**src/rtl/alu_arbiter.sv**
```systemverilog
// Round-robin arbiter that shares one combinational ALU between two requesters.
// One operation in flight: accept (IDLE) -> EXEC (ALU settles) -> RESP (hold until consumed).
module alu_arbiter #(
    parameter int WIDTH = 4
) (
    input  logic                 clk,
    input  logic                 rst,
    input  logic                 req0_valid,
    output logic                 req0_ready,
    input  logic [WIDTH-1:0]     req0_a,
    input  logic [WIDTH-1:0]     req0_b,
    input  logic [1:0]           req0_op,
    input  logic                 req1_valid,
    output logic                 req1_ready,
    input  logic [WIDTH-1:0]     req1_a,
    input  logic [WIDTH-1:0]     req1_b,
    input  logic [1:0]           req1_op,
    output logic [WIDTH-1:0]     alu_a,
    output logic [WIDTH-1:0]     alu_b,
    output logic [1:0]           alu_opcode,
    input  logic [2*WIDTH-1:0]   alu_result,
    input  logic                 alu_n,
    input  logic                 alu_z,
    input  logic                 alu_c,
    input  logic                 alu_v,
    output logic                 rsp_valid,
    input  logic                 rsp_ready,
    output logic                 rsp_id,
    output logic [2*WIDTH-1:0]   rsp_result,
    output logic [3:0]           rsp_flags,
    output logic                 busy
);

    typedef enum logic [1:0] {IDLE, EXEC, RESP} state_t;

    state_t               r_state, w_next;
    logic                 r_last_grant;
    logic                 r_id;
    logic [WIDTH-1:0]     r_alu_a, r_alu_b;
    logic [1:0]           r_alu_op;
    logic                 r_rsp_valid, r_rsp_id;
    logic [2*WIDTH-1:0]   r_rsp_result;
    logic [3:0]           r_rsp_flags;
    logic                 w_grant1, w_acc0, w_acc1;

    // On a tie the requester not served last wins; otherwise whoever is asking.
    always_comb begin
        w_grant1   = (req0_valid && req1_valid) ? !r_last_grant : req1_valid;
        req0_ready = (r_state == IDLE) && req0_valid && !w_grant1 && !rst;
        req1_ready = (r_state == IDLE) && req1_valid &&  w_grant1 && !rst;
        w_acc0     = req0_valid && req0_ready;
        w_acc1     = req1_valid && req1_ready;
    end

    always_ff @(posedge clk or posedge rst) begin
        if (rst) r_state <= IDLE;
        else     r_state <= w_next;
    end

    always_comb begin
        w_next = r_state;
        case (r_state)
            IDLE:    if (w_acc0 || w_acc1) w_next = EXEC;
            EXEC:    w_next = RESP;
            RESP:    if (rsp_ready) w_next = IDLE;
            default: w_next = IDLE;
        endcase
    end

    always_ff @(posedge clk or posedge rst) begin
        if (rst) begin
            r_last_grant <= 1'b1;
            r_id         <= 1'b0;
            r_alu_a      <= '0;
            r_alu_b      <= '0;
            r_alu_op     <= 2'b00;
            r_rsp_valid  <= 1'b0;
            r_rsp_id     <= 1'b0;
            r_rsp_result <= '0;
            r_rsp_flags  <= 4'b0000;
        end else begin
            if (w_acc0) begin
                r_alu_a      <= req0_a;
                r_alu_b      <= req0_b;
                r_alu_op     <= req0_op;
                r_id         <= 1'b0;
                r_last_grant <= 1'b0;
            end else if (w_acc1) begin
                r_alu_a      <= req1_a;
                r_alu_b      <= req1_b;
                r_alu_op     <= req1_op;
                r_id         <= 1'b1;
                r_last_grant <= 1'b1;
            end
            // ALU output has had the whole EXEC cycle to settle.
            if (r_state == EXEC) begin
                r_rsp_result <= alu_result;
                r_rsp_flags  <= {alu_n, alu_z, alu_c, alu_v};
                r_rsp_id     <= r_id;
                r_rsp_valid  <= 1'b1;
            end else if (r_state == RESP && rsp_ready) begin
                r_rsp_valid  <= 1'b0;
            end
        end
    end

    assign alu_a      = r_alu_a;
    assign alu_b      = r_alu_b;
    assign alu_opcode = r_alu_op;
    assign rsp_valid  = r_rsp_valid;
    assign rsp_id     = r_rsp_id;
    assign rsp_result = r_rsp_result;
    assign rsp_flags  = r_rsp_flags;
    assign busy       = (r_state != IDLE);

endmodule

```
**config.mk**
```make
export PLATFORM = sky130hd
export DESIGN_NAME = alu_arbiter
export DESIGN_NICKNAME = d
export VERILOG_FILES = /design/src/rtl/alu_arbiter.sv
export SDC_FILE = /design/constraint.sdc
export NUM_CORES = 1
export LEC_CHECK = 0
export CORE_MARGIN = 4
export CORE_UTILIZATION = 41
export CTS_BUF_LIST = sky130_fd_sc_hd__clkbuf_8
export CTS_CLUSTER_DIAMETER = 80
export DETAILED_ROUTE_END_ITERATION = 6
export GPL_TIMING_DRIVEN = 0
export HOLD_SLACK_MARGIN = 0.02
export PLACE_DENSITY_LB_ADDON = 0.2
export SLEW_MARGIN = 10
export SYNTH_ARGS = -nofsm -noshare
export SYNTH_HDL_FRONTEND = slang
export SYNTH_SLANG_ARGS = --single-unit
```
**constraint.sdc**
```tcl
create_clock -name clk -period 1.7 [get_ports clk]
set_input_delay 0.17 -clock clk [delete_from_list [all_inputs] [get_ports clk]]
set_output_delay 0.17 -clock clk [all_outputs]
set_load 0.02 [all_outputs]
```
* Yosys cells after proc, flatten, opt, wreduce, memory -nomap -nowiden
Index checks and enable logic that the tools add are counted.
Widths: inputs -> output; s select.
** Storage, ports and cells
- Register bits :: 28
- Input port bits :: 37
- Output and inout port bits :: 27
** Operators by class
- Equal/unequal tests :: 4
- Muxes and demuxes :: 14
- Reductions and logical operators :: 19
** Operators by type and width (number)
- $mux 4 :: 4
- $logic_and 1x1->1 :: 10
- $mux 2 :: 4
- $pmux 2 s3 :: 1
- $reduce_bool 2->1 :: 3
- $mux 1 :: 5
- $logic_not 1->1 :: 3
- $eq 2x1->1 const B :: 1
- $eq 2x2->1 const B :: 1
- $logic_not 2->1 :: 1
- $ne 2x1->1 const B :: 1
- $ne 2x2->1 const B :: 1
- $reduce_and 2->1 :: 1
- $logic_or 1x1->1 :: 1

* Depth between registers and ports, before layout
- Depth in word-level cells :: 9
- Mapped depth :: 5

* Worst setup path before layout
No wires, ideal clock.
- Path type :: flip-flop to output port
- Start point :: reg r_last_grant
- End point :: out req0_ready
- Arrival time :: 1.207 ns
- Required time :: 1.530 ns
- Setup slack :: 0.323 ns
- Cell stages (with the launch flop) :: 5
- Buffers on the path :: 1
- Cell sequence :: dfstp_2 > nand2b_1 > clkbuf_1 > nand3_1 > inv_1
** Between the ends
- Word-level cells in the longest chain between the ends :: 5
** Ends and longest elaborated chain
- start, declared :: line 37 : logic r_last_grant;
- start signal, assigned :: line 72 : r_last_grant <= 1'b1;
- start signal, assigned :: line 87 : r_last_grant <= 1'b0;
- start signal, assigned :: line 93 : r_last_grant <= 1'b1;
- $logic_not 1->1 :: line 48 : w_grant1 = (req0_valid && req1_valid) ? !r_last_grant : req1_valid;
- $mux 1 :: line 48
- $logic_not 1->1 :: line 49 : req0_ready = (r_state == IDLE) && req0_valid && !w_grant1 && !rst;
- $logic_and 1x1->1 (2 in series) :: line 49
- end, declared :: line 9 : output logic req0_ready,
No other way between the ends.

* Worst setup path after layout
- Start point :: reg r_state[1]
- End point :: reg r_alu_op[1] (netlist: alu_opcode[1])
** Between the ends
- Word-level cells in the longest chain between the ends :: 6
- Elaborated cells between the ends (all ways) :: 11
** Ends and longest elaborated chain
- start, declared :: line 36 : state_t r_state, w_next;
- start signal, assigned :: line 57 : else r_state <= w_next;
- $logic_not 2->1 * :: line 49, 50
- $logic_and 1x1->1, on equally long branches (3 in series) :: line 49, 50
- $logic_and 1x1->1, on equally long branches :: line 51, 52
- $mux 2 or $reduce_bool 2->1 (tied branches)
- end signal, assigned :: line 85 : r_alu_op <= req0_op;
- end signal, assigned :: line 91 : r_alu_op <= req1_op;
- end, declared :: line 40 : logic [1:0] r_alu_op;
Every way passes the cells marked *; elsewhere a longest branch is shown, timed or not.
A chain may end at the register's enable or synchronous reset.

==> summary by stage <==
Outcome
The run finished with clean final reports.

Clocking
The post-CTS clock slew at the launch and capture registers of the worst setup and hold paths is 0.09 ns. The maximum root-to-sink buffer count is 2. TritonCTS built the clock tree. For this design, the sink count on the clock tree is 28. The maximum level of the CTS H-tree is 1. The source-to-sink clock delay at the later pin of the worst-skew pair is 0.27 ns. The root buffer cell chosen for the clock tree is sky130_fd_sc_hd__clkbuf_8. The number of clock buffers added by TritonCTS is 3.

Finish
The combined area of the multi-input logic cells is 539.3 um^2. The proportion of layout cells with a drive suffix above 1 is 0.1694. The area growth from synthesis to layout is 63.54%. The filler cells instantiated in the layout total 218.

Registers take 704.4 um^2. The number of antenna diodes in the final layout is 0. In the final design database the tool counted 221 nets.

Global routing
The total overflow left after global routing is 0. For this run, global-route usage on met2 was measured as 0.3351. The initial antenna violation count came to 0. met2 is the most crowded layer. For this run, the total global-route usage over all layers was measured as 0.1876. The via count of the first global-routing pass came to 1184. The met1 usage in global routing is 0.2300. The maximum number of pins on one net before global-route repair is 29. The global-route met3 utilization is 0.03197.

The first-pass GRT wire length is 5906 um.

Synthesis
The post-synthesis cell type count is 26. Measured against the total synthesized area, the mux share comes to 0.1156. The XOR/XNOR share of the synthesized area is 0. The post-synthesis cell area is 1266 um^2. Of the total synthesized cell area, the portion taken by AND, OR, NAND and NOR gates is 0.1107. The cell count after synthesis came out at 113. The sequential area share after synthesis is 0.5543.

Yosys printed 0 warnings. The number of flip-flops and latches in the synthesized netlist is 28. The dominant combinational cell family by area after synthesis is compound AO/OA/AOI/OAI gates.

The per-instance average area after synthesis is 11.21 um^2. The total nets after synthesis is 150. The compound-cell area share of the yosys netlist came to 0.1690. Of the total synthesized cell area, the portion taken by full adders, half adders and majority gates is 0.

Critical path
The signal on the critical path passes through buf_4 > or3_1 > buf_2 > o31ai_1 > a31oi_1. For the worst setup path, the data arrival time is 1.84 ns. The required time of the critical path is 1.85 ns. The endpoint kind of the worst setup timing path is a flop.

The maximum cell stage delay along the critical path is 0.46 ns. The family with the most delay on the worst path is flip-flops. The count of buffering cells on the critical path with inverters included is 2. The slowest library cell on the worst path is sky130_fd_sc_hd__dfrtp_2. The worst setup path is launched from a flop. Of all nets on the critical path, the largest fanout is 10. The critical path in this run is classified as flop to flop.

Drt
The routed length per instance is 17.61 um. The detail-routed via count per cell is 5.598. The via count is 1198. In the routed design, unresolved DRC markers number 0.

Wires add up to 3768 um. The detail route stage leaves a number of antenna-violating nets equal to 0. Before antenna repair, the detailed router went through 4 iterations. The detailed router's first-iteration violation count is 43.

Power
The fraction of power consumed by combinational cells is 0.517. VDD sags by at most 0.9322 mV. For this design the ratio of total power to cell area is 1567 nW/um^2. The register share of total power is 0.356.

The portion of total power attributed to the clock network is 0.126. Of the total power, the share spent switching nets is 0.3704. The cell leakage power is 0.0008310 uW. Summed over all nets, the switching power comes to 1202 uW. Internal power comes to 2043 uW.

STA
Final hold analysis gives a worst-case slack of 0.4657 ns. The fraction of the cycle the final worst path needs is 0.9953. The timing-limited maximum frequency is 591.0 MHz. Setup repair after global routing could not meet its margin everywhere.

The count of endpoints failing setup in the final report is 0. The remaining max-slew budget at the tightest pin is 0.3042. Subtracting the final worst setup slack from the clock period gives 1.692 ns. The worst-margin pin slew is 1.042 ns. The smallest setup slack after layout is 0.008038 ns. The total count of hold-check failures in the final report was 0. Between clock sinks in the finished design, the worst skew comes to 0.006698 ns. The count of final max-slew check failures came to 0.

Die
The core region is 2853 um^2. The area of the die is 4041 um^2. Pin placement for this block handled 64 I/O pins.

The starting density of the core is 0.4439. The number of placement rows is 19. In this run the horizontal extent of the chip is 63.57 um. In this run the vertical extent of the chip is 63.57 um.

Placement
The count of buffers added on input and output ports is 63. The congestion estimate from routability-driven global placement came to 0.8395. OpenSTA, run right after detailed placement, puts the worst setup slack at -0.4355 ns.

Summed over all nets, the half-perimeter wirelength after detailed placement is 2677 um.

Job
The tool flagged a number of max-cap violations equal to 0.

Min path
The path class of the lowest-slack min-delay path is input port to flop.
==> synthesized netlist by cell type <==
cell | number | area [um^2]
sky130_fd_sc_hd__nand2_1 | 1 | 3.750
sky130_fd_sc_hd__clkbuf_1 | 3 | 11.26
sky130_fd_sc_hd__o21ai_0 | 1 | 5.000
sky130_fd_sc_hd__nand4_1 | 10 | 62.56
sky130_fd_sc_hd__o31ai_1 | 10 | 75.07
sky130_fd_sc_hd__clkinv_1 | 1 | 3.750
sky130_fd_sc_hd__nand3_1 | 2 | 10.01
sky130_fd_sc_hd__mux2_2 | 4 | 45.04
sky130_fd_sc_hd__or3_1 | 1 | 6.260
sky130_fd_sc_hd__and2_1 | 1 | 6.260
sky130_fd_sc_hd__nor3_2 | 1 | 10.01
sky130_fd_sc_hd__nor2_1 | 1 | 3.750
sky130_fd_sc_hd__a21oi_1 | 10 | 50.05
sky130_fd_sc_hd__or2_1 | 1 | 6.260
sky130_fd_sc_hd__mux2_1 | 9 | 101.4
sky130_fd_sc_hd__nor2b_1 | 2 | 12.51
sky130_fd_sc_hd__o21a_1 | 2 | 15.01
sky130_fd_sc_hd__or2_2 | 1 | 6.260
sky130_fd_sc_hd__buf_1 | 1 | 3.750
sky130_fd_sc_hd__and3_1 | 1 | 6.260
sky130_fd_sc_hd__buf_2 | 6 | 30.03
sky130_fd_sc_hd__a31oi_1 | 11 | 68.82
sky130_fd_sc_hd__inv_1 | 4 | 15.01
sky130_fd_sc_hd__dfstp_2 | 1 | 26.28
sky130_fd_sc_hd__nand2b_1 | 1 | 6.260
sky130_fd_sc_hd__dfrtp_1 | 27 | 675.7
==> kinds of logic (layout without fill, tap and decap cells) <==
group                  count (synthesis)  count (layout)
AO/OA/AOI/OAI                         34              34
buffers and inverters                 15              85
flip-flops                            28              28
multiplexers                          13              13
AND/OR/NAND/NOR                       23              23
==> sequential cells by signal, indices dropped and copies added (netlist names) <==
| register | count |
|---|---|
| rsp_flags | 4 |
| alu_opcode | 2 |
| alu_b | 4 |
| rsp_result | 8 |
| r_state | 2 |
| r_id | 1 |
| alu_a | 4 |
| rsp_id | 1 |
| rsp_valid | 1 |
| r_last_grant | 1 |
==> layer usage <==
layer  vias to the layer above  wire length, um  part of all wire
met5                         -                0                 0
li1                        561                -                 -
met1                       583             1536              0.41
met3                         5              129             0.034
met2                        49             2061              0.55
met4                         0               41             0.011
==> final timing paths <==
path,startpoint,to,slack [ns],cells after the start
worst min register to register,rsp_result[4],rsp_result[4],0.49,1
worst min-delay path,req1_a[3],alu_a[3],0.47,3
min in group asynchronous,rst,alu_a[2],0.59,2
worst max-delay path,r_state[1],alu_opcode[1],0.008,5
worst max register to register,r_state[1],alu_opcode[1],0.008,5
max in group asynchronous,rst,r_state[1],0.42,2
==> through the flow <==
stage                     area (um^2)  TNS [ns]  total power, uW    util  cells
final                            2071         0             3245  0.7259    214
after global routing             2071   -0.3586             3434  0.7259    214
after CTS                        2024         0             3224  0.7096    213
after detailed placement         1936   -0.6260             2775  0.6785    207
after global placement           1936   -0.6322             2716  0.6785    207
after floorplan                  1266         0             1961       -    113
==> cell usage in the layout, fill, tap and decap left out, types with 2 or more instances in the layout <==
| cell | count |
|---|---|
| sky130_fd_sc_hd__a21oi_1 | 10 |
| sky130_fd_sc_hd__a31oi_1 | 11 |
| sky130_fd_sc_hd__buf_2 | 4 |
| sky130_fd_sc_hd__buf_4 | 5 |
| sky130_fd_sc_hd__clkbuf_1 | 2 |
| sky130_fd_sc_hd__clkbuf_8 | 5 |
| sky130_fd_sc_hd__clkdlybuf4s50_1 | 60 |
| sky130_fd_sc_hd__dfrtp_1 | 25 |
| sky130_fd_sc_hd__dfrtp_2 | 2 |
| sky130_fd_sc_hd__inv_1 | 4 |
| sky130_fd_sc_hd__mux2_1 | 9 |
| sky130_fd_sc_hd__mux2_2 | 4 |
| sky130_fd_sc_hd__nand4_1 | 10 |
| sky130_fd_sc_hd__nor2b_1 | 2 |
| sky130_fd_sc_hd__o21a_1 | 2 |
| sky130_fd_sc_hd__o31ai_1 | 7 |
| sky130_fd_sc_hd__o31ai_2 | 3 |
==> worst min-delay path: stages <==
cell and delay [ns]:
sky130_fd_sc_hd__clkdlybuf4s50_1 0.40, sky130_fd_sc_hd__o31ai_1 0.06, sky130_fd_sc_hd__a31oi_1 0.07
==> cell type report <==
class                   instances  area share
well taps                      31     0.01873
clock buffers                   4     0.02659
inverters                       5    0.009063
repair buffers                 67      0.3178
flip-flops and latches         28      0.3402
plain buffers                   9     0.02719
multi-input cells              70      0.2604
==> power groups by stage <==
stage	clock network [uW]	registers [uW]	logic, uW
2_1_floorplan	0	1490	467
3_3_place_gp	0	1140	1570
3_5_place_dp	0	1160	1610
4_1_cts	420	1160	1650
5_1_grt	452	1200	1780
6_report	410	1160	1680
==> what timing repair did <==
item	in CTS	in global routing
gates resized for setup	15	8
endpoints found under the setup margin	3	7
hold buffers	0	0
setup buffers	2	2
cloned	0	0
pin swaps	1	1
Power figures use the tool's default switching activity.
==> variant 1 (same settings) <==
`WIDTH`: 4 -> 6.
--- a/src/rtl/alu_arbiter.sv
+++ b/src/rtl/alu_arbiter.sv
@@ -2,5 +2,5 @@
 // One operation in flight: accept (IDLE) -> EXEC (ALU settles) -> RESP (hold until consumed).
 module alu_arbiter #(
-    parameter int WIDTH = 4
+    parameter int WIDTH = 6
 ) (
     input  logic                 clk,
Ports: changed (8 resized); port bits go from 64 to 84. No check against the original RTL was run, so the function may have changed too.
==> variant 1 against the original RTL <==
  * Global-route usage shrank 1.5 points
  * Clock power rose by 46%
  * Setup slack improved by 63 ps
  * Power is 33% higher
  * Final area increased by 33%
  * Count of clock-buffer cells in the layout up 2
  * Area after synthesis increased by 36%
  * Sequential share of layout area is 1.1 points lower
  * Routed wire length is 16% higher
  * Clock skew grew 0.62 ps
  * Sequential cell count up 8
==> variant 1: results (changes against the original RTL) <==
* Leading post-synthesis cells by cell area: dfrtp_1 51%, mux2_2 11%, o31ai_2 7.3%
* Warning count from the yosys run at 0 (unchanged)
* Mean Syn Cell Area at 11.8 µm² (+5.2%)
* Worst-path clk slew at 70 ps (-20 ps)
* Worst slew margin at 50.7% (+20 points)
* Placer Congestion at 0.855 (+1.8%)
* Lkg Pwr at 1.10 nW (+32%)
* Post-synthesis net count at 195 (+30%)
* Filler Cells Inserted at 329 (+51%)
* Max clock buf depth at 2 (unchanged)
* Clock skew at 7.32 ps (+0.622 ps)
* Max FFs per register at 12 (+4)
* Yosys cell types at 28 (+7.7%)
* Internal power at 2.73 mW (+34%)
* DR vias at 1549 (+29%)
* Synth top cells by count: 35 x dfrtp_1, 17 x mux2_2, 15 x a31oi_1, 14 x a21oi_1, 14 x nand4_1
* I/O Buffers at 82 (+30%)
* Gr ovfl total at 0 (unchanged)
* Dpl cells at 278 (+34%)
* Critical path data arrival time at 1790 ps (-50 ps)
* Max H-tree Level at 2 (+1)
* Pre-CTS setup slack at -598 ps (-162 ps)
* Antenna cells at 0 (unchanged)
* Fin cells at 288 (+35%)
* Fraction of registers with async set/reset at 100% (unchanged)
* CTS Buf Count at 5 (+2)
* Pin count of the biggest net entering global routing at 37 (+28%)
* Max cap viols at 0 (unchanged)
* DP HPWL at 3350 µm (+25%)
* Crit path max fanout at 10 (unchanged)
* Outcome: completed
* Hold Crit Class: in2reg
* Initial antenna violation count at 0 (unchanged)
* VDD IR max at 0.000639 V (-31%)
* First-pass GRT wire length at 7110 µm (+20%)
* Post-synthesis sequential area ratio at 52.4% (-3.0 points)
* WL/cell at 15.2 µm (-14%)
* Clock Latency Late Sink at 280 ps
* DR pass1 iterations at 4 (unchanged)
* Tot GR Track Use at 17.3% (-1.5 points)
* Layout cell share with drive strength beyond 1 at 24.4% (+7.4 points)
* Root buf cell: clkbuf_8
* Iteration-0 DRC Markers at 65 (+51%)
-- variant 1: cell types whose count changed in the layout (fill, tap and decap cells not counted), moves of 5 or more --
cell / delta
clkdlybuf4s50_1: +19
o31ai_2: +6
mux2_2: +13
mux2_1: -9
dfrtp_1: +9
buf_6: +5
-- variant 1: through the flow --
step / TNS, ps / instance area (µm²) / hold WS [ps]
after floorplan: 0 / 1720 / 276
final: 0 / 2750 / 186
after detailed placement: -1430 / 2610 / 480
after global placement: -5150 / 2610 / 469
after global routing: 0 / 2750 / 191
after CTS: 0 / 2730 / 180
-- variant 1: power groups by stage --
stage / Combinational, mW / Sequential [mW] / Clock (mW)
6_report: 2.22 / 1.49 / 0.600
5_1_grt: 2.37 / 1.54 / 0.644
4_1_cts: 2.22 / 1.49 / 0.610
3_5_place_dp: 2.19 / 1.50 / 0
3_3_place_gp: 2.16 / 1.47 / 0
2_1_floorplan: 0.693 / 1.93 / 0
-- variant 1: what timing repair did --
action,4_1_cts,5_1_grt
gates resized for setup,18,3
endpoints found under the setup margin,3,16
buffers inserted,0,4
gates cloned,0,0
pin swaps,1,1
-- variant 1: path summary, 6_finish.rpt --
check	from	endpoint	cells after the start	slack, ps
hold / removal	req0_valid	r_last_grant	3	190
setup reg to reg	r_state[1]	alu_a[0]	5	70
hold reg to reg	r_id	r_id	1	490
min in group asynchronous	rst	r_id	2	440
setup / recovery	r_state[1]	alu_a[0]	5	70
max in group asynchronous	rst	r_state[1]	2	750
-- variant 1: cell families (layout without fill, tap and decap cells) --
kind of cell	count (synthesis)	after routing	share of synthesized area [%]
AND/OR/NAND/NOR	27	27	9.52
multiplexers	17	17	11.1
AO/OA/AOI/OAI	46	46	19.7
flip-flops	36	36	52.4
buffers and inverters	20	112	7.27
-- variant 1: critical path: stages (launching register included) --
cell and delay [ps]:
dfrtp_2 440, or3_1 380, buf_2 160, buf_6 160, o31ai_2 260, a31oi_1 110
-- variant 1: final cells by class --
| cell class | count | area [µm²] | share of cell area [%] |
|---|---|---|---|
| clock buffers | 6 | 82.6 | 3.01 |
| plain buffers | 14 | 108 | 3.92 |
| inverters | 4 | 15.0 | 0.546 |
| clock inverters | 2 | 7.51 | 0.273 |
| repair buffers | 86 | 842 | 30.6 |
| well taps | 50 | 62.6 | 2.28 |
| multi-input cells | 90 | 727 | 26.5 |
| flip-flops and latches | 36 | 903 | 32.9 |
-- variant 1: metal layers --
layer  GRT usage (%)  part of all wire (%)  vias up
li1                -                     -      736
met1            22.0                    43      730
met2            28.7                    46       78
met3            4.82                   9.8        5
met4            5.33                   1.2        0
met5               0                     0        -
==> variant 2 (config.mk and constraints unchanged) <==
Without the edit above. Re-encode `state_t` (3 states) as one-hot, 3 bits wide.
--- a/src/rtl/alu_arbiter.sv
+++ b/src/rtl/alu_arbiter.sv
@@ -32,5 +32,5 @@
 );
 
-    typedef enum logic [1:0] {IDLE, EXEC, RESP} state_t;
+    typedef enum logic [2:0] {IDLE = 3'b001, EXEC = 3'b010, RESP = 3'b100} state_t;
 
     state_t               r_state, w_next;
Check against the original RTL: same outputs for any inputs over 10 cycles, from zero or initial values and one cycle with rst high; not proved beyond that.
==> variant 2 against the original RTL <==
  * The run now ends with setup timing left
  * Combinational power up 5%
  * Worst hold slack better by 34 ps
  * Area after synthesis rose by 2.6%
  * Synthesized cell count decreased by 19%
  * Power is 8.8% higher
  * Critical path type is now reg2out
  * Setup slack lost 120 ps
  * Global-route usage decreased by 2.1 points
  * Routed wire length decreased by 17%
  * Maximum frequency is 6.7% lower
  * Via count shrank 15%
  * Final area rose by 1.4%
  * Sequential cell count increased by 1
==> variant 2: results (changes against the original RTL) <==
* Iteration-0 DRC Markers at 28 (-35%)
* Lkg Pwr at 0.841 nW (+1.3%)
* WL/cell at 15.2 µm (-14%)
* Violated checks: setup timing
* Post-Syn Instances at 91 (-19%)
* Worst r2r path cells at 3 (-2)
* Kind of cell adding the most delay to the critical path: simple AND/OR/NAND/NOR gates
* GRT met3 Usage at 8.26% (+5.1 points)
* Placed inst area at 0.00200 mm² (+3.2%)
* DR pass1 iterations at 2 (-2)
* CTS Buf Count at 5 (+2)
* WHS Endpoint: rsp_flags[3]
* First-pass GRT wire length at 5160 µm (-13%)
* Synth top cells by count: 27 x dfrtp_1, 13 x mux2_2, 10 x o32ai_1, 8 x a2bb2oi_2, 5 x a21oi_1
* # nets final at 199 (-10%)
* Pin count of the biggest net entering global routing at 30 (+3.4%)
* Setup violators final at 3 (+3)
* Placer Congestion at 0.722 (-14%)
* Pre-CTS setup slack at -466 ps (-30.0 ps)
* Outcome: finished with violations
* Met1 usage at 17.7% (-5.3 points)
* Crit path max fanout at 3 (-7)
* Vias per cell at 4.94 (-12%)
* Yosys cell types at 25 (-3.8%)
* Post-synthesis net count at 128 (-15%)
* Worst slew margin at 29.3% (-1.1 points)
* Hold Slack at 500 ps (+33.8 ps)
* Area Growth Syn to Fin at 61.7%
* Filler Cells Inserted at 252 (+16%)
* Clock skew at 2.38 ps (-4.32 ps)
* Max H-tree Level at 2 (+1)
* Hold path depth at 2 (-1)
* Critical-path top delay cell: dfstp_2
* Worst-path clk slew at 60 ps (-30 ps)
* Post-synthesis sequential area ratio at 56.1% (+0.63 points)
* Setup ws final at -113 ps (-121 ps)
* Worst path max stage delay at 530 ps (+70 ps)
* DP HPWL at 2450 µm (-8.5%)
variant 2: cell types whose count changed in the layout (fill, tap and decap cells not counted), moves of 3 or more:
cell	unedited run	this run
a21oi_1	10	5
a2bb2oi_2	0	8
a31oi_1	11	1
buf_2	4	1
mux2_1	9	0
mux2_2	4	13
nand4_1	10	0
o31ai_1	7	1
o31ai_2	3	0
o32ai_1	0	10
variant 2: area by class of cell:
type,count,area share (%)
clock inverters,3,0.656
flip-flops and latches,29,34.7
repair buffers,65,30.6
inverters,4,0.715
clock buffers,5,3.28
well taps,44,2.62
plain buffers,5,1.49
multi-input cells,52,25.9
variant 2: layer usage:
metal,up-vias,wire length (µm)
met4,0,62
li1,488,-
met5,-,0
met1,492,1150
met3,5,264
met2,37,1660
variant 2: kinds of logic after synthesis:
logic type / Yosys count / synth area share (%)
AOI/OAI and AO/OA: 29 / 21.8
buffers and inverters: 10 / 3.85
DFF: 29 / 56.1
muxes: 13 / 11.3
and+or+nand+nor: 10 / 7.03
variant 2: worst max-delay path by stage:
stage               startpoint    endpoint  slack (ps)  cells after the start
finish              r_state[0]  req0_ready        -110                      3
global route        r_state[0]  req0_ready        -190                      3
CTS                 r_state[0]  req0_ready        -140                      3
detailed placement  req1_valid  req1_ready        -470                      5
global placement    req1_valid  req1_ready        -420                      5
floorplan           r_state[0]        r_id          10                      3
variant 2: report_power, final:
| group | switching [mW] | leakage [nW] | total (mW) | internal [mW] |
|---|---|---|---|---|
| registers | 0.208 | 0.333 | 1.23 | 1.03 |
| logic | 0.794 | 0.459 | 1.76 | 0.969 |
| clock network | 0.257 | 0.0491 | 0.533 | 0.276 |
variant 2: repair_timing:
action	4_1_cts	5_1_grt
pin swaps	0	1
endpoints found under the setup margin	3	3
buffers inserted	1	1
gates resized for setup	12	3
